--- config.mk ---
export PLATFORM = sky130hd
export DESIGN_NAME = alu_try
export DESIGN_NICKNAME = d
export VERILOG_FILES = /design/src/rtl/alu_try.sv
export SDC_FILE = /design/constraint.sdc
export NUM_CORES = 1
export LEC_CHECK = 0
export CAP_MARGIN = 40
export CORE_MARGIN = 4
export CORE_UTILIZATION = 30
export CTS_CLUSTER_DIAMETER = 120
export DETAILED_ROUTE_END_ITERATION = 8
export PLACE_DENSITY = 0.53
export RECOVER_POWER = 50
export SETUP_SLACK_MARGIN = 0.4
export SLEW_MARGIN = 20
export SYNTH_ARGS = -nofsm -noshare
export SYNTH_HDL_FRONTEND = slang
export SYNTH_SLANG_ARGS = --single-unit
--- constraint.sdc ---
create_clock -name clk -period 0.98 [get_ports clk]
set_input_delay 0.147 -clock clk [delete_from_list [all_inputs] [get_ports clk]]
set_output_delay 0.147 -clock clk [all_outputs]
set_load 0.01 [all_outputs]
--- src/rtl/alu_try.sv ---
// rtl/alu_try.sv - 16-bit 8-function registered integer ALU with zero/carry/overflow flags
module alu_try #(
    parameter int WIDTH = 16,
    parameter int SHW   = 4
) (
    input  logic             clk,
    input  logic             rst_n,
    input  logic             in_valid,
    input  logic [2:0]       operation,
    input  logic [WIDTH-1:0] a,
    input  logic [WIDTH-1:0] b,
    output logic             out_valid,
    output logic [WIDTH-1:0] result,
    output logic             zero,
    output logic             carry,
    output logic             overflow
);

    localparam logic [2:0] OP_ADD = 3'b000;
    localparam logic [2:0] OP_AND = 3'b001;
    localparam logic [2:0] OP_SUB = 3'b010;
    localparam logic [2:0] OP_OR  = 3'b011;
    localparam logic [2:0] OP_XOR = 3'b100;
    localparam logic [2:0] OP_SLL = 3'b101;
    localparam logic [2:0] OP_SLT = 3'b110;
    localparam logic [2:0] OP_SRL = 3'b111;

    // Both adders carry one extra bit so carry-out / no-borrow falls out of the top bit.
    logic [WIDTH:0]   add_full;
    logic [WIDTH:0]   sub_full;
    logic [SHW-1:0]   shamt;
    logic             slt_bit;

    logic [WIDTH-1:0] nxt_result;
    logic             nxt_carry;
    logic             nxt_overflow;

    assign add_full = {1'b0, a} + {1'b0, b};
    assign sub_full = {1'b0, a} + {1'b0, ~b} + {{WIDTH{1'b0}}, 1'b1};
    assign shamt    = b[SHW-1:0];
    assign slt_bit  = ($signed(a) < $signed(b));

    // Combinational function select; flags are cleared for every non-arithmetic op.
    always_comb begin
        nxt_result   = '0;
        nxt_carry    = 1'b0;
        nxt_overflow = 1'b0;
        case (operation)
            OP_ADD: begin
                nxt_result   = add_full[WIDTH-1:0];
                nxt_carry    = add_full[WIDTH];
                nxt_overflow = (a[WIDTH-1] == b[WIDTH-1]) &&
                               (add_full[WIDTH-1] != a[WIDTH-1]);
            end
            OP_AND: nxt_result = a & b;
            OP_SUB: begin
                nxt_result   = sub_full[WIDTH-1:0];
                nxt_carry    = sub_full[WIDTH];
                nxt_overflow = (a[WIDTH-1] != b[WIDTH-1]) &&
                               (sub_full[WIDTH-1] != a[WIDTH-1]);
            end
            OP_OR:  nxt_result = a | b;
            OP_XOR: nxt_result = a ^ b;
            OP_SLL: nxt_result = a << shamt;
            OP_SLT: nxt_result = {{(WIDTH-1){1'b0}}, slt_bit};
            OP_SRL: nxt_result = a >> shamt;
            default: nxt_result = '0;
        endcase
    end

    // Output register: capture on in_valid, otherwise hold the last result and flags.
    always_ff @(posedge clk or negedge rst_n) begin
        if (!rst_n) begin
            out_valid <= 1'b0;
            result    <= '0;
            zero      <= 1'b1;
            carry     <= 1'b0;
            overflow  <= 1'b0;
        end else begin
            out_valid <= in_valid;
            if (in_valid) begin
                result   <= nxt_result;
                zero     <= (nxt_result == '0);
                carry    <= nxt_carry;
                overflow <= nxt_overflow;
            end
        end
    end

endmodule

==> results of run 1 <==
repair_timing:
item | 4_1_cts | 5_1_grt
setup endpoints to repair | 40 | 40
gates cloned | 1 | 1
resized for setup | 336 | 78
buffers inserted | 40 | 19
pin swaps | 83 | 50
hold endpoints to repair | 0 | 0
through the flow:
stage	cell area [sq um]	setup WS (ns)
floorplan	5010	-1.44
detailed placement	7230	-2.48
global route	8740	-1.81
CTS	8250	-1.65
finish	8740	-1.58
global placement	7230	-2.44
routing by layer:
metal  up-vias  track usage [%]  wire, microns  share of wire [%]
met3        44             3.31           1120                5.2
met1      2959             29.9           9280                 43
met4         0             5.77            641                3.0
met2       206             40.5          10500                 49
met5         -                0              0                  0
li1       2870                -              -                  -
where the power goes:
group          leakage (nW)  switching [mW]  internal (mW)  total (mW)
clock                0.0442           0.291          0.622       0.913
sequential            0.237          0.0603          0.944        1.00
combinational          3.58            2.48           2.73        5.20
critical path, cell delays in order:
cell	delay [ns]
buf_12	0.12
ha_4	0.16
fa_2	0.39
a211oi_2	0.18
buf_4	0.15
buf_6	0.09
o21bai_1	0.05
a21oi_1	0.12
nor2_1	0.07
o211ai_1	0.14
or3b_4	0.43
nor4_4	0.30
and4_1	0.22
a41o_1	0.17
state kept, by name (all words and copies together), names as in the netlist:
register and count:
overflow 1, out_valid 1, carry 1, zero 1
result 16
placed cells by master, fill, tap and decap left out, types with 6 or more instances in the layout:
cell,synthesis,layout
nand2_1,35,34
nor4_1,8,6
xnor2_1,10,6
a21oi_2,0,18
mux2i_1,26,20
buf_4,0,240
nand2b_1,11,6
o21ai_0,20,9
inv_2,2,14
nand3_1,9,8
ha_1,49,23
dfrtp_1,19,19
nor3_2,0,6
mux2_4,0,6
o211ai_1,10,10
ha_2,0,10
buf_6,1,42
nor2_1,56,48
o21ai_1,2,8
dlygate4sd2_1,0,9
inv_1,44,26
nor2b_1,12,6
a21oi_1,55,32
o21a_1,7,7
a211oi_2,0,6
ha_4,0,16
buf_2,14,26
a31oi_1,8,7
a22oi_1,13,9
nor3_1,17,9
mux4_2,15,17
o22ai_1,11,9
cell families after synthesis:
group                    Yosys count  share of synthesized area (%)
AO/OA/AOI/OAI                    195                           28.6
buffers and inverters             89                           8.04
AND/OR/NAND/NOR                  180                           19.4
multiplexers                      55                           17.2
adder cells (fa/ha/maj)           51                           14.0
XOR/XNOR                          11                           2.06
flip-flops                        20                           10.8
layout make-up:
type,count,area [sq um]
fill,1313,6460
multi-input combinational,492,4870
timing repair buffer,342,2840
sequential,20,502
tap,188,235
inverter,47,204
clock buffer,4,88.8
path summary, 6_finish.rpt:
check	start	endpoint	depth (start not counted)
setup / recovery	b[0]	zero$_DFFE_PN1P_	14
hold / removal	rst_n	out_valid$_DFF_PN0_	1
setup reg to reg	result[9]$_DFFE_PN0P_	result[9]$_DFFE_PN0P_	2
hold reg to reg	result[10]$_DFFE_PN0P_	result[10]$_DFFE_PN0P_	1
max in group asynchronous	rst_n	result[9]$_DFFE_PN0P_	2
min in group clk	in_valid	out_valid$_DFF_PN0_	2
==> run metrics, run 1 <==
Async S/R FF share, synth=100%; class of the worst hold path=primary input to async pin; # Max-Cap Violations=0; CTS H-tree lvls=1; Clock Path Buffers=2; CTS root buf=clkbuf_16; fin crit share=262%; f_max=between 0.3 and 0.4 GHz; main flop type after synthesis=dfrtp_1; Die Y-Extent=133 microns; ant diodes=0; critical path arrival=~2.8 ns; status=complete, but fails checks; # IOs=58; Post-Syn Nets=690; sequential area share after synthesis=10.8%; Global Route Usage Sum=a little under a quarter; WHS=0.129 ns; Worst setup EP type=register; min setup slack post-route=-1.58 ns; share of cells above drive strength 1=about three fifths; final std cells w/o fill=1093; initial DRC count=638; final setup fails=20; CP required=between 1 and 1.5 ns; IO buf count=57; drt drc=0; first-pass GRT wire length=33000 microns; Slew @ Worst Pin=0.504 ns; Period minus WS final=between 2 and 3 ns; post-synthesis register bit count=20; num rows=45; Clock Skew=0 ns; count of pins over their slew limit=0; RSZ-0062 raised after global routing=yes; Post-synth EDFFs=0; register clock-pin slew on the reported worst setup and hold paths=approximately 0.050 ns; Initial Util=between 30% and 40%; flop-to-flop setup slack=0.09 ns; Mapped Avg Cell Area=between 7 and 8 sq um; Mapped Area=around 4700 sq um; failing checks=setup timing; Slew HR=about two thirds; Util after Layout=57.5%; clock sink total=20; initial antenna violation count=0; # hold bufs at CTS=0; dpl cells=~1000; critical path class=primary input to register; static leakage power=around 3.9 nW; grt ovf=0; Die ar.=around 18000 sq um; cell taking the most area after synthesis=ha_1; routed via count=a little over 6000; Mapped Cells=~600; vias in the first global route=around 6000; pwr dens=815 nW/um^2; Area growth, synth to finish=87.2%; later-pin clock latency in the skew report=0.25 ns; post-route antenna net violation count=0; Post-Route WL=around 22000 microns; post-synth top area share=around an eighth; VDD IR max=approximately 0.00052 V; CTS tree=yes; top-count cell post-synth=nor2_1; die width=between 100 and 150 microns; power consumption=a little over 7 mW; Pre-antenna DRT Iters=6; final hold vios=0; largest net degree at the start of global routing=35; final net count=995; Core Region=15200 sq um; DP HPWL=around 16000 microns; CP max FO=4; YS warnings=0; most frequent cells after synthesis=nor2_1, a21oi_1, ha_1, inv_1, nand2_1; Total Neg Setup Slack=-22.91 ns; wire length per cell=~20 microns; TritonCTS buffer count=3; drt via density=5.56; ranking of synthesized cells by area=ha_1, dfrtp_1, mux4_2; Final GP Congestion=approximately 0.96; Startpoint Class=primary input; synth unique cells=75
Note: power is estimated with default switching activity, not from simulation.
==> run 2, diff against run 1 <==
--- a/config.mk
+++ b/config.mk
@@ -7,10 +7,10 @@
 export LEC_CHECK = 0
 export CAP_MARGIN = 40
 export CORE_MARGIN = 4
-export CORE_UTILIZATION = 30
+export CORE_UTILIZATION = 55
 export CTS_CLUSTER_DIAMETER = 120
 export DETAILED_ROUTE_END_ITERATION = 8
-export PLACE_DENSITY = 0.53
+export PLACE_DENSITY = 0.84
 export RECOVER_POWER = 50
 export SETUP_SLACK_MARGIN = 0.4
 export SLEW_MARGIN = 20
==> constraint.sdc (replaced) <==
create_clock -name clk -period 0.98 [get_ports clk]
set_input_delay 0.196 -clock clk [delete_from_list [all_inputs] [get_ports clk]]
set_output_delay 0.196 -clock clk [all_outputs]
set_load 0.01 [all_outputs]
==> run 2 against run 1 <==
  * The run now fails in clock tree synthesis (4_1_cts)
  * Area after synthesis unchanged
  * Synthesized cell count unchanged
==> run metrics, run 2 <==
status=aborted with a tool error; Fail Step=clock tree synthesis (4_1_cts); First Err=[ERROR DPL-0038] Utilization greater than 100%, impossible to legalize; post-synth top area share=between 10% and 20%; CTS H-tree lvls=1; Clock Path Buffers=2; Post-Syn Nets=approximately 700; ranking of synthesized cells by area=ha_1, dfrtp_1, mux4_2; main flop type after synthesis=dfrtp_1; CTS root buf=clkbuf_8; Mapped Avg Cell Area=around 7.8 sq um; Mapped Cells=approximately 600; IO buf count=57; YS warnings=0; most frequent cells after synthesis=nor2_1, a21oi_1, ha_1, inv_1, nand2_1; # hold bufs at CTS=0; post-CTS setup buffer count=53; Post-synth EDFFs=0; Mapped Area=about 4700 sq um; post-synthesis register bit count=20; TritonCTS buffer count=3; die width=about 100 microns; # IOs=58; Initial Util=a little under three fifths; num rows=33; DP HPWL=approximately 17000 microns; Async S/R FF share, synth=100%; clock sink total=20; synth unique cells=75; sequential area share after synthesis=a little over a tenth; post-CTS resize count=388; Final GP Congestion=between 1 and 1.5; top-count cell post-synth=nor2_1; cell taking the most area after synthesis=ha_1; Die Y-Extent=between 100 and 150 microns; dpl cells=slightly above 900
run 2: cell counts after synthesis:
Identical to the previous run, type by type.
run 2: logic make-up after synthesis:
group	Yosys count	share of synthesized area, %
compound gates	195	28.6
buf+inv	89	8.04
flops	20	10.8
mux	55	17.2
xor+xnor	11	2.06
simple gates	180	19.4
fa+ha+maj	51	14.0
run 2: per-stage QoR:
stage / hold WS, ns / worst slack (ns) / area [sq um]
detailed placement: 0.500 / -2.55 / 7060
floorplan: -0.0996 / -1.49 / 5010
global placement: 0.500 / -2.39 / 7060
==> run 3, diff against run 2 <==
--- a/config.mk
+++ b/config.mk
@@ -7,12 +7,10 @@
 export LEC_CHECK = 0
 export CAP_MARGIN = 40
 export CORE_MARGIN = 4
-export CORE_UTILIZATION = 55
-export CTS_CLUSTER_DIAMETER = 120
+export CORE_UTILIZATION = 40
 export DETAILED_ROUTE_END_ITERATION = 8
-export PLACE_DENSITY = 0.84
+export PLACE_DENSITY_LB_ADDON = 0.15
 export RECOVER_POWER = 50
-export SETUP_SLACK_MARGIN = 0.4
 export SLEW_MARGIN = 20
 export SYNTH_ARGS = -nofsm -noshare
 export SYNTH_HDL_FRONTEND = slang
==> run 3 against run 2 <==
  * The flow now finishes, with violations (setup timing)
==> run metrics, run 3 (synthesized netlist as in run 1, its figures left out) <==
DP HPWL=15900 microns; pwr dens=813 nW/um^2; drt drc=0; clock sink total=20; routed via count=between 6000 and 7000; Clock Path Buffers=2; Core Region=between 10000 and 15000 sq um; worst-path cell chain=buf_12 > ha_4 > fa_2 > a211oi_2 > buf_4 > o21bai_1 > a21oi_1 > nor2_1 > o211ai_1 > or3b_4 > nor4_2 > and4_1 > a41o_1; CP max FO=4; first-pass GRT wire length=between 30000 and 40000 microns; cell family with most CP delay=simple AND/OR/NAND/NOR gates; register clock-pin slew on the reported worst setup and hold paths=approximately 0.050 ns; critical path arrival=2.92 ns; ant diodes=0; most common cell after layout, fill and taps aside=buf_4; WP buf/inv=2; CTS tree=yes; Met3 Wirelength=1640 microns; Worst setup EP type=register; largest register by flop count=result; Final GP Congestion=between 1 and 1.5; placed cell areas=slightly above 7000 sq um; top routing layer in use=met4; met2 WL post-DR=roughly 11000 microns; CP required=1.18 ns; CP max-delay cell=or3b_4; worst slack at placement=-2.50 ns; CTS root buf=clkbuf_16; initial antenna violation count=0; Slew @ Worst Pin=roughly 0.5 ns; drt via density=between 6 and 7; worst r2r path cells=2; final net count=969; post-route antenna net violation count=0; f_max=approximately 0.37 GHz; Initial Util=around 41%; Slew HR=66.6%; FF-to-FF Start=result[6]$_DFFE_PN0P_; min setup slack post-route=-1.75 ns; Die ar.=~13000 sq um; IO buf count=between 50 and 60; VDD IR max=between 0.0008 and 0.0009 V; grt ovf=0; num rows=39; final setup fails=20; largest net degree at the start of global routing=34; wire length per cell=21.2 microns; Clock Skew=0 ns; later-pin clock latency in the skew report=0.25 ns; share of cells above drive strength 1=between 50% and 60%; TritonCTS buffer count=3; Period minus WS final=approximately 2.7 ns; flop-to-flop setup slack=0.08 ns; class of the worst hold path=primary input to async pin; Startpoint Class=primary input; count of pins over their slew limit=0; FF-to-FF End=result[6]$_DFFE_PN0P_; Global Route Usage Sum=between 30% and 40%; final hold vios=0; Die Y-Extent=roughly 120 microns; # Max-Cap Violations=0; static leakage power=between 3 and 4 nW; fin crit share=278%; critical path class=primary input to register; Crit path largest cell delay=~0.42 ns; CTS H-tree lvls=1; # IOs=58; Area growth, synth to finish=84.4%; failing checks=setup timing; vias in the first global route=between 6000 and 7000; commonest cells after routing, fill and taps aside=buf_4, nor2_1, buf_6; Fillers=about 840; die width=around 120 microns; initial DRC count=~700; max reg flops=16; RSZ-0062 raised after global routing=yes; Pre-antenna DRT Iters=5; Post-Route WL=21700 microns; met1 WL=roughly 8500 microns; status=complete, but fails checks; final instance area=8610 sq um
-- run 3: where the power goes --
part / switching, mW / leakage (nW) / internal, mW / total, mW
combinational: 2.49 / 3.45 / 2.65 / 5.14
sequential: 0.0597 / 0.237 / 0.944 / 1.00
clock: 0.301 / 0.0382 / 0.554 / 0.855
total: 2.85 / 3.73 / 4.15 / 6.99
-- run 3: how the worst max path moves through the flow --
stage                     slack (ns)  cells after the start  start          endpoint
after floorplan                -1.49                     13   b[2]  zero$_DFFE_PN1P_
after global placement         -2.51                     12   a[5]  zero$_DFFE_PN1P_
after detailed placement       -2.50                     12   a[5]  zero$_DFFE_PN1P_
after CTS                      -1.72                     13   a[0]  zero$_DFFE_PN1P_
after global routing           -1.86                     13   b[0]  zero$_DFFE_PN1P_
final                          -1.75                     13   b[0]  zero$_DFFE_PN1P_
-- run 3: per-layer routing --
metal	vias up	GRT usage (%)
li1	2821	-
met1	2962	40.5
met2	305	54.4
met3	53	4.91
met4	0	12.2
met5	-	0
-- run 3: worst reg2reg max path, cell delays in order (launching register included) --
cell,delay (ns)
dfrtp_1,0.39
buf_4,0.13
mux2_4,0.26
-- run 3: final cells by class --
class	instances	area [sq um]	area share, %
Multi-Input combinational cell	492	4980	57.9
Timing Repair Buffer	316	2660	30.9
Sequential cell	20	502	5.83
Inverter	47	210	2.44
Tap cell	143	179	2.08
Clock buffer	4	78.8	0.916
-- run 3: what timing repair did --
item                       4_1_cts  5_1_grt
setup endpoints to repair       40       37
hold buffers                     0        0
gates cloned                     1        0
gates resized for setup        374       72
pin swaps                       94       49
buffers inserted                43       14
-- run 3: stage by stage --
| stage | setup TNS (ns) | hold slack (ns) | power (mW) | cells | utilization, % |
|---|---|---|---|---|---|
| 2_1_floorplan | -19.40 | -0.0996 | 3.04 | 601 | - |
| 3_3_place_gp | -40.31 | 0.477 | 4.98 | 969 | 62.1 |
| 3_5_place_dp | -40.96 | 0.485 | 5.02 | 969 | 62.1 |
| 4_1_cts | -22.83 | 0.283 | 6.61 | 1014 | 72.5 |
| 5_1_grt | -24.74 | 0.476 | 7.37 | 1022 | 75.4 |
| 6_report | -22.95 | 0.428 | 6.99 | 1022 | 75.4 |
